[src/rtl/seq_gen_pkg.sv]
// Shared encodings for the sequence state generator: FSM states,
// count direction and wrap/one-shot mode constants.
package seq_gen_pkg;

   typedef enum logic [1:0] {
      S_IDLE = 2'd0,
      S_RUN  = 2'd1,
      S_HOLD = 2'd2
   } state_t;

   localparam logic DIR_UP       = 1'b0;
   localparam logic DIR_DOWN     = 1'b1;
   localparam logic MODE_WRAP    = 1'b0;
   localparam logic MODE_ONESHOT = 1'b1;

endpackage

[src/rtl/seq_state_gen_bin2gray.sv]
// Purely combinational binary-to-Gray converter, WIDTH bits wide.
module bin2gray #(
   parameter int WIDTH = 2
) (
   input  logic [WIDTH-1:0] bin,
   output logic [WIDTH-1:0] gray
);

   assign gray[WIDTH-1] = bin[WIDTH-1];

   generate
      for (genvar gi = 0; gi < WIDTH - 1; gi++) begin : g_bit
         assign gray[gi] = bin[gi+1] ^ bin[gi];
      end
   endgenerate

endmodule

[src/rtl/seq_state_gen.sv]
// Modulo-(MAX+1) up/down sequencer with load, wrap/one-shot modes and a registered done pulse.
// Build option SEQ_STATE_GEN_GRAY_EN: dout1 is Gray of dout0, otherwise dout0 delayed one cycle.
module seq_state_gen
   import seq_gen_pkg::*;
#(
   parameter int WIDTH = 2,
   parameter int MAX   = 2**WIDTH - 1
) (
   input  logic             clk,
   input  logic             rst,
   input  logic             en,
   input  logic             dir,
   input  logic             mode,
   input  logic             load,
   input  logic [WIDTH-1:0] load_val,
   output logic [WIDTH-1:0] dout0,
   output logic [WIDTH-1:0] dout1,
   output logic             done,
   output logic             busy
);

   localparam logic [WIDTH-1:0] MAX_V = WIDTH'(MAX);
   localparam logic [WIDTH-1:0] ONE_V = WIDTH'(1);

   state_t           state_reg, state_next;
   logic [WIDTH-1:0] count_reg, count_next;
   logic [WIDTH-1:0] dout1_reg, dout1_next;
   logic             done_reg, done_next;
   logic [WIDTH-1:0] step_val;
   logic             at_term;

   // Wrap explicitly at MAX/0 so codes above MAX can never be produced.
   always_comb begin
      if (dir == DIR_DOWN) begin
         step_val = (count_reg == '0) ? MAX_V : count_reg - ONE_V;
         at_term  = (step_val == '0);
      end else begin
         step_val = (count_reg == MAX_V) ? '0 : count_reg + ONE_V;
         at_term  = (step_val == MAX_V);
      end
   end

   always_comb begin
      state_next = state_reg;
      count_next = count_reg;
      done_next  = 1'b0;
      if (load) begin
         count_next = (load_val > MAX_V) ? MAX_V : load_val;
         state_next = S_IDLE;
      end else begin
         case (state_reg)
            S_IDLE, S_RUN: begin
               if (en) begin
                  count_next = step_val;
                  done_next  = at_term;
                  state_next = (at_term && mode == MODE_ONESHOT) ? S_HOLD : S_RUN;
               end
            end
            S_HOLD:  state_next = S_HOLD;
            default: state_next = S_IDLE;
         endcase
      end
   end

`ifdef SEQ_STATE_GEN_GRAY_EN
   logic [WIDTH-1:0] gray_next;

   bin2gray #(.WIDTH(WIDTH)) u_bin2gray (
      .bin  (count_next),
      .gray (gray_next)
   );

   assign dout1_next = gray_next;
`else
   // Previous-state view; a load restarts the history at zero.
   assign dout1_next = load ? '0 : count_reg;
`endif

   always_ff @(posedge clk) begin
      if (rst) begin
         state_reg <= S_IDLE;
         count_reg <= '0;
         dout1_reg <= '0;
         done_reg  <= 1'b0;
      end else begin
         state_reg <= state_next;
         count_reg <= count_next;
         dout1_reg <= dout1_next;
         done_reg  <= done_next;
      end
   end

   assign dout0 = count_reg;
   assign dout1 = dout1_reg;
   assign done  = done_reg;
   assign busy  = (state_reg == S_RUN);

endmodule

[config.mk]
export PLATFORM = sky130hd
export DESIGN_NAME = seq_state_gen
export DESIGN_NICKNAME = d
export VERILOG_FILES = /design/src/rtl/seq_gen_pkg.sv /design/src/rtl/seq_state_gen_bin2gray.sv /design/src/rtl/seq_state_gen.sv
export SDC_FILE = /design/constraint.sdc
export NUM_CORES = 1
export LEC_CHECK = 0
export CAP_MARGIN = 20
export CORE_AREA = 2 2 39 41
export DETAILED_ROUTE_END_ITERATION = 10
export DIE_AREA = 0 0 41 43
export DONT_BUFFER_PORTS = 1
export SETUP_SLACK_MARGIN = 0.1
export SLEW_MARGIN = 20
export SYNTH_ARGS = -nofsm -noshare
export SYNTH_HDL_FRONTEND = slang
export SYNTH_HIERARCHICAL = 1
export SYNTH_SLANG_ARGS = --single-unit
[constraint.sdc]
create_clock -name clk -period 1.86 [get_ports clk]
set_clock_uncertainty 0.2 [all_clocks]
set_input_delay 0.372 -clock clk [delete_from_list [all_inputs] [get_ports clk]]
set_output_delay 0.372 -clock clk [all_outputs]
set_load 0.05 [all_outputs]
==> results.yml <==
worst_setup_path:
  cp-start-kind: "flip-flop"
  critPathBufInv: 1
  critical_path_class: "flip-flop to flip-flop"
  worst_r2r_path_depth: 5
  critPathSlowestCell: "dfxtp_4"
  r2r_end: "state_reg[0]"
  critPathLaunch: "dout0[0]"
  r2r-start: "dout0[0]"
  path_max_fanout: 4
  cp-endpoint: "state_reg[0]"
  critPathRequiredTime_ns: 1.83
  crit_chain: "buf_4, ha_1, mux2_1, nand3_1, nor3b_1"
  crit_family: "flip-flops"
  end_kind: "flip-flop"
  cp.depth: 5
  r2r_slack_ns: 0.25
  worstPathArrival_ns: 1.57
  max_stage_delay_ns: 0.33
drt:
  drcViolationCount: 0
  dr_wl_met2_um: 286
  firstDrtPassIters: 4
  met1_length_um: 354
  dr.max_layer_used: "met4"
  postRouteAntennaNets: 0
  routed_wl_um: 685
  viasPerCell: 4.87
  dr_wl_met3_um: 29
  wl_per_cell_um: 11.4
  num_vias: 292
  drtIter0Drc: 5
power:
  p_switching_mw: 0.101
  switching_share_pct: 27.7
  p_int_mw: 0.265
  vdd_drop_max_uv: 232
  seqPwrFrac_pct: 46.0
  combPwrFrac_pct: 17.5
  power.share.clock_pct: 36.5
  power.density_nw_per_um2: 839
  p_leak_nw: 0.175
yosys:
  synth.avg_cell_area_um2: 9.80
  ys_seq_elements: 7
  synth_warnings: 6
  synth_cells: 36
  yosysTopAreaCell: "dfxtp_1"
  ys_seq_area_share_pct: 39.7
  synth.distinct_cells: 20
  synth_area_leaders: "dfxtp_1 (40%), ha_1 (14%), a22oi_1 (4.3%)"
  yosysTopAreaCellShare_pct: 39.7
  syn_area_um2: 353
  mappedNetlistNets: 48
layout:
  n_antenna_cell: 0
  regArea_um2: 145
  area_delta_synth_final_pct: 23.8
  drive_above_1_share_pct: 22.7
  multi_input_area_um2: 201
  nets: 57
  layout.cells.non_filler: 60
  nFillCells: 141
place:
  io_buffers: 0
  dp_cells: 55
  gp_congestion: 0.747
  dp_hpwl_um: 529
  place_ws_ns: 0.269
floorplan:
  die_h_um: 43
  die_w_um: 41
  rows: 14
  die_area_um2: 1760
  core_area_um2: 1380
  pin_count: 14
  start_util_pct: 25.5
sta:
  tightest_slew_ns: 0.473
  tns_ns: 0
  fin_ws_ns: 0.253
  finalCritPeriodShare_pct: 86.4
  slew_violations: 0
  hold_violations: 0
  hold_ws_ns: 0.0219
  relSlewSlack_pct: 68.4
  period_needed_ns: 1.61
  finalSetupViolations: 0
  rsz0062_at_grt: "false"
  timing.fmax_ghz: 0.622
clocking:
  cts_made_buffers: 3
  cts_root_buffer: "clkbuf_4"
  clk_latency_ns: 0.25
  cts_tree: "yes"
  clk_path_buf_depth: 2
  htreeDepth: 1
  clk_pin_slew_ns: 0.05
  clock_sinks: 7
global_routing:
  gr-usage-all-layers_pct: 10.3
  grt_pass1_vias: 289
  overflow: 0
  antenna_found_initial: 0
  grt_max_degree: 7
  grt_pass1_wl_mm: 1.21
run_status:
  outcome: "completed"
run:
  cap_viol_max_count: 0
min_path:
  hold_path_class: "primary input to flip-flop"
## metal layers
metal  vias up  track usage (%)
met4         0             8.00
met1       136             15.7
met3         2             2.09
met5         -                0
met2        13             11.9
li1        141                -
## metrics by stage
step / instance area [um^2] / util, % / total power [mW]
finish: 437 / 31.6 / 0.367
global route: 437 / 31.6 / 0.389
CTS: 437 / 31.6 / 0.375
detailed placement: 400 / 28.9 / 0.234
global placement: 400 / 28.9 / 0.233
floorplan: 358 / - / 0.220
## repair_timing
| action | CTS | global route |
|---|---|---|
| buffers inserted | 0 | 0 |
| hold endpoints to repair | 1 | 0 |
| gates resized for setup | 0 | 0 |
| hold buffers | 1 | 0 |
## layout make-up
class,instances,area share [%]
timing repair buffer,4,7.45
clock buffer,4,6.02
tap,16,4.58
sequential,7,33.2
inverter,3,2.58
multi-input combinational,26,46.1
## worst min path at each step
stage | startpoint | cells past startpoint | end | slack [ns]
2_1_floorplan | rst | 1 | dout0[1] | 0.23
3_3_place_gp | rst | 1 | dout0[1] | 0.24
3_5_place_dp | rst | 1 | dout0[1] | 0.24
4_1_cts | rst | 1 | dout0[0] | 0.01
5_1_grt | rst | 1 | dout0[0] | 0.009
6_report | rst | 1 | dout0[0] | 0.02
## cell families after synthesis
kind of cell	count (synthesis)	share of synthesized area [%]
xor gates and xnor gates	1	2.48
DFF	7	39.7
and+or+nand+nor	14	25.2
muxes	1	3.19
buffers and inverters	3	3.19
AOI/OAI and AO/OA	6	12.1
adders and majority gates	4	14.2
## power by group through the flow
stage | Clock (mW) | Sequential, mW | Combinational [mW]
6_report | 0.134 | 0.169 | 0.0640
5_1_grt | 0.148 | 0.170 | 0.0702
4_1_cts | 0.142 | 0.169 | 0.0639
3_5_place_dp | 0 | 0.172 | 0.0619
3_3_place_gp | 0 | 0.172 | 0.0612
2_1_floorplan | 0 | 0.185 | 0.0348
## cell usage in the layout (no fill, tap or decap), drive strengths merged
cell type | netlist | routed
a22oi | 2 | 2
a31oi | 1 | 1
buf | 0 | 3
clkbuf | 0 | 4
dfxtp | 7 | 7
dlygate4sd3 | 0 | 1
ha | 4 | 4
inv | 3 | 3
mux2 | 1 | 1
nand2 | 1 | 1
nand2b | 2 | 2
nand3 | 1 | 1
nand3b | 2 | 2
nor2 | 3 | 3
nor2b | 2 | 2
nor3b | 2 | 2
o21ai | 1 | 1
o31ai | 1 | 1
o32ai | 1 | 1
or3 | 1 | 1
xnor2 | 1 | 1
## synth_stat cells
cell type and instances:
nand3_1 1, or3_1 1, nand3b_1 2, dfxtp_1 7
o31ai_1 1, mux2_1 1, o32ai_1 1, nor3b_1 2
nor2_1 3, xnor2_1 1, nand2b_4 1, inv_1 2
nand2_1 1, ha_1 4, a22oi_1 2, nand2b_1 1
o21ai_0 1, inv_2 1, a31oi_1 1, nor2b_1 2
(Power assumes the default switching activity.)
==> edit 1: new RTL, same settings <==
The parameter `WIDTH` goes from 2 to 3.
--- a/src/rtl/seq_state_gen.sv
+++ b/src/rtl/seq_state_gen.sv
@@ -5,3 +5,3 @@
 #(
-   parameter int WIDTH = 2,
+   parameter int WIDTH = 3,
    parameter int MAX   = 2**WIDTH - 1
Ports: changed (resized dout0, dout1 and load_val); port bits go from 14 to 17. The function was not compared with the original's and may differ.
==> edit 1 against the unedited design <==
- routed wire length up 73%
- area after synthesis up 41%
- first-iteration DRC count up 20%
- non-clock buffer count up 4
- sequential cell count up 2
- total power up 32%
- cell area up 51%
- setup slack worse by 0.23 ns
- synthesized cell count up 56%
==> edit 1: results <==
set metrics [dict create \
    outcome "finished clean" \
    grt_pass1_vias 431 \
    n_clock_buffer 4 \
    cp_max_fo 4 \
    fin_cells 82 \
    first_iter_violations 6 \
    h-tree-depth 1 \
    clk_path_buf_depth 2 \
    drt_wl_total_um 1188 \
    p_leak_nw 0.2583 \
    powerSeq_uw 220 \
    p_clk_share_pct 30.1 \
    yosys-top-cells-count "9 x dfxtp_1, 7 x inv_1, 6 x ha_1, 6 x nor3_1, 4 x a21oi_1" \
    buffer_area_share_pct 9.867 \
    grt_use_met1_pct 20.97 \
    sequentialPowerShare_pct 45.5 \
    yosys-top-cells-area "dfxtp_1 36%, ha_1 15%, nor3_1 6.0%, inv_1 5.3%, a21oi_1 4.0%" \
    antenna-diode-count 0 \
    track_usage_pct 16.08 \
    drive_gt1_share_pct 33.33 \
    vias 438 \
    inv_count 7 \
    cp_top_family "simple AND/OR/NAND/NOR gates" \
    fillCellCount 139 \
    grt_max_degree 9 \
    grt_pass1_wl_um 1856 \
    gr-usage-met2_pct 22.19 \
    cellInternalPower_uw 331.5 \
    worstHoldPathType "input port to register" \
    use_met3_pct 9.424 \
    multi_input_area_share_pct 49.72 \
    top_layer_used "met3" \
    critPathArrivalTime_ns 1.79 \
    syn_inst 56 \
    cts_made_buffers 3 \
    clock_latency_ns 0.26 \
    numPortBuffers 0 \
    ant_nets 0 \
    drtPass1Iterations 2 \
    gp_congestion 0.7483 \
    nMultiInputCombCells 38 \
    slowest_delay_ns 0.50 \
    end_kind "register" \
    hpwl_um 786.1 \
    wl_met3_um 78 \
    seq_area_sq_um 188.9 \
    place_inst 75 \
    slowest_stage "or4b_4" \
    ys_seq_area_share_pct 36.27 \
    met2_length_um 569 \
    met1_length_um 539 \
    syn-num-nets 71 \
    slew_headroom_pct 67.95 \
    cts_num_sinks 9 \
    grt_antenna_before_repair 0 \
    ir_worst_vdd_mv 0.4943 \
    synth_cell_types 24 \
    clk_share_pct 3.985 \
    signal_buffers 8 \
]
## edit 1: changes by cell type after synthesis, moves of 2 or more
| cell | delta |
|---|---|
| a2111oi_0 | +2 |
| a21oi_1 | +4 |
| a22oi_1 | -2 |
| clkbuf_1 | +2 |
| dfxtp_1 | +2 |
| ha_1 | +2 |
| inv_1 | +5 |
| nor2b_1 | -2 |
| nor3_1 | +6 |
| nor3b_1 | -2 |
## edit 1: kinds of logic after synthesis
kind of cell	share of synthesized area, %
AO/OA/AOI/OAI	19.90
AND/OR/NAND/NOR	20.16
buffers and inverters	6.803
flip-flops	36.27
XOR/XNOR	1.764
adder cells (fa/ha/maj)	15.11
## edit 1: timing repair
action                                 in CTS  in global routing
setup endpoints to repair                   3                  4
buffers inserted                            1                  0
endpoints found under the hold margin       7                  0
gates resized for setup                     2                  3
pin swaps                                   1                  0
hold buffers                                2                  0
gates cloned                                0                  0
## edit 1: per-stage QoR
| step | hold WS (ns) | area [sq um] | setup slack (ns) | setup TNS [ns] |
|---|---|---|---|---|
| finish | 0.02236 | 659.4 | 0.02676 | 0 |
| floorplan | 0.3064 | 525.5 | -0.06737 | -0.07036 |
| global placement | 0.2371 | 575.6 | 0.03136 | 0 |
| CTS | 0.01046 | 634.4 | 0.05545 | 0 |
| global route | 0.02013 | 659.4 | -0.01133 | -0.01950 |
| detailed placement | 0.2377 | 575.6 | 0.01384 | 0 |
## edit 1: final timing paths
kind / cells past startpoint / end / startpoint / slack (ns)
max reg2reg: 6 / state_reg[0] / dout0[0] / 0.03
min: 1 / dout0[2] / load / 0.02
min reg2reg: 2 / dout1[0] / dout0[0] / 0.32
max: 6 / state_reg[0] / dout0[0] / 0.03
==> edit 2: new RTL, same flow settings <==
Without the edit above. Re-encode `state_t` (3 states) as one-hot, 3 bits wide.
--- a/src/rtl/seq_gen_pkg.sv
+++ b/src/rtl/seq_gen_pkg.sv
@@ -4,6 +4,6 @@
 
-   typedef enum logic [1:0] {
-      S_IDLE = 2'd0,
-      S_RUN  = 2'd1,
-      S_HOLD = 2'd2
+   typedef enum logic [2:0] {
+      S_IDLE = 3'b001,
+      S_RUN  = 3'b010,
+      S_HOLD = 3'b100
    } state_t;
Check against the original RTL: same outputs for any inputs over 10 cycles, from zero or initial values and one cycle with rst high; not proved beyond that.
==> edit 2 against the unedited design <==
- non-clock buffer count is 2 higher
- sequential cell count increased by 1
- total power is 12% higher
- routed wire length increased by 31%
- area after synthesis increased by 39%
- critical path depth shrank 2
- sequential power grew 17%
- clock power decreased by 4%
- synthesized cell count up 42%
- cell area rose by 32%
- fmax down 4.4%
- setup slack worse by 0.074 ns
- highest routed layer is now met3
==> edit 2: results <==
set metrics [dict create \
    outcome "finished clean" \
    drtPass1Iterations 1 \
    track_usage_pct 12.63 \
    grt_antenna_before_repair 0 \
    drive_gt1_share_pct 27.59 \
    tightestPinTransition_ns 0.4776 \
    cts_made_buffers 3 \
    worstHoldPathType "input port to register" \
    grt_pass1_vias 361 \
    avgRoutedWirePerCell_um 12.08 \
    grt_pass1_wl_um 1462 \
    p_leak_nw 0.2303 \
    synthXorXnorAreaFrac_pct 8.696 \
    yosys-top-cells-area "dfxtp_1 33%, ha_1 10%, nor2b_1 3.8%, xor2_1 3.6%, xnor2_2 3.3%" \
    ys_seq_area_share_pct 32.74 \
    r2r_start "dout0[0]" \
    gp_congestion 0.7069 \
    synth_compound_area_share_pct 15.09 \
    critPathArrivalTime_ns 1.11 \
    p_sw_uw 117.2 \
    antenna-diode-count 0 \
    grt-ovfl-total 0 \
    cp_max_fo 5 \
    fin_nets 72 \
    numPortBuffers 0 \
    largest_reg_flops 3 \
    cp-startpoint "state_reg[2]" \
    grt_max_degree 9 \
    synth-adder-area-share_pct 10.23 \
    via_per_inst 5.081 \
    ir_worst_vdd_mv 0.5215 \
    hpwl_um 701.2 \
    yosys-top-cells-count "8 x dfxtp_1, 4 x ha_1, 3 x nand2_1, 3 x nor2_1, 3 x nor2b_1" \
    synthMuxAreaShare_pct 3.069 \
    syn-num-nets 63 \
    first_iter_violations 0 \
    hp-start "rst" \
    rrSetupSlack_ns 0.30 \
    ys_async_sr_fraction_pct 0 \
    slowest_stage "dfxtp_1" \
    slowest_delay_ns 0.34 \
    fillCellCount 153 \
    worstHoldPathCells 1 \
    synth_cell_types 30 \
]
==> edit 2: repair_timing <==
action                                  in CTS  in global routing
gates resized for setup                      3                  0
hold buffers                                 0                  2
endpoints found under the hold margin        0                  2
endpoints found under the setup margin       1                  1
setup buffers                                0                  1
==> edit 2: power groups by stage <==
| stage | registers (mW) | clock network (mW) | logic, mW |
|---|---|---|---|
| floorplan | 0.212 | 0 | 0.0554 |
| detailed placement | 0.203 | 0 | 0.0781 |
| finish | 0.197 | 0.128 | 0.0856 |
| global placement | 0.203 | 0 | 0.0780 |
| global route | 0.198 | 0.148 | 0.0949 |
| CTS | 0.199 | 0.137 | 0.0786 |
==> edit 2: area by class of cell <==
cell class | count | area, sq um | area share (%)
timing repair buffer | 6 | 53.80 | 9.348
multi-input combinational | 39 | 305.3 | 53.04
sequential | 8 | 166.4 | 28.91
tap | 16 | 20.02 | 3.478
clock buffer | 3 | 22.52 | 3.913
inverter | 2 | 7.507 | 1.304
==> edit 2: cells by family after synthesis <==
logic type	after synthesis
AO/OA/AOI/OAI	9
XOR/XNOR	4
adder cells (fa/ha/maj)	4
buffers and inverters	4
flip-flops	8
multiplexers	1
AND/OR/NAND/NOR	21
==> edit 2: path summary, 6_finish.rpt <==
| path | endpoint |
|---|---|
| setup / recovery | busy |
| hold / removal | dout0[0] |
| hold reg to reg | state_reg[0] |
| setup reg to reg | state_reg[1] |
==> edit 2: through the flow <==
step           instance area [sq um]  util, %  hold WS (ns)  instances  setup slack, ns
5_1_grt                        575.6    41.59       0.03819         74           0.1063
2_1_floorplan                  494.2        -        0.2560         51           0.1871
3_3_place_gp                   518.0    37.43        0.2714         68           0.2999
3_5_place_dp                   518.0    37.43        0.2668         68           0.2494
4_1_cts                        548.0    39.60      0.001538         71           0.1140
6_report                       575.6    41.59       0.05124         74           0.1799
==> edit 2: critical path, delay by kind of cell, from the launching register on <==
| kind | cells | cell delay [ns] |
|---|---|---|
| flip-flops | 1 | 0.34 |
| buffers and inverters | 1 | 0.16 |
| AND/OR/NAND/NOR | 2 | 0.36 |
==> edit 2: routing by layer <==
metal | vias up | global-route usage, % | wire [um]
met2 | 13 | 16.56 | 427
met4 | 0 | 4.000 | 0
met5 | - | 0 | 0
li1 | 193 | - | -
met3 | 0 | 8.377 | 87
met1 | 170 | 16.39 | 379
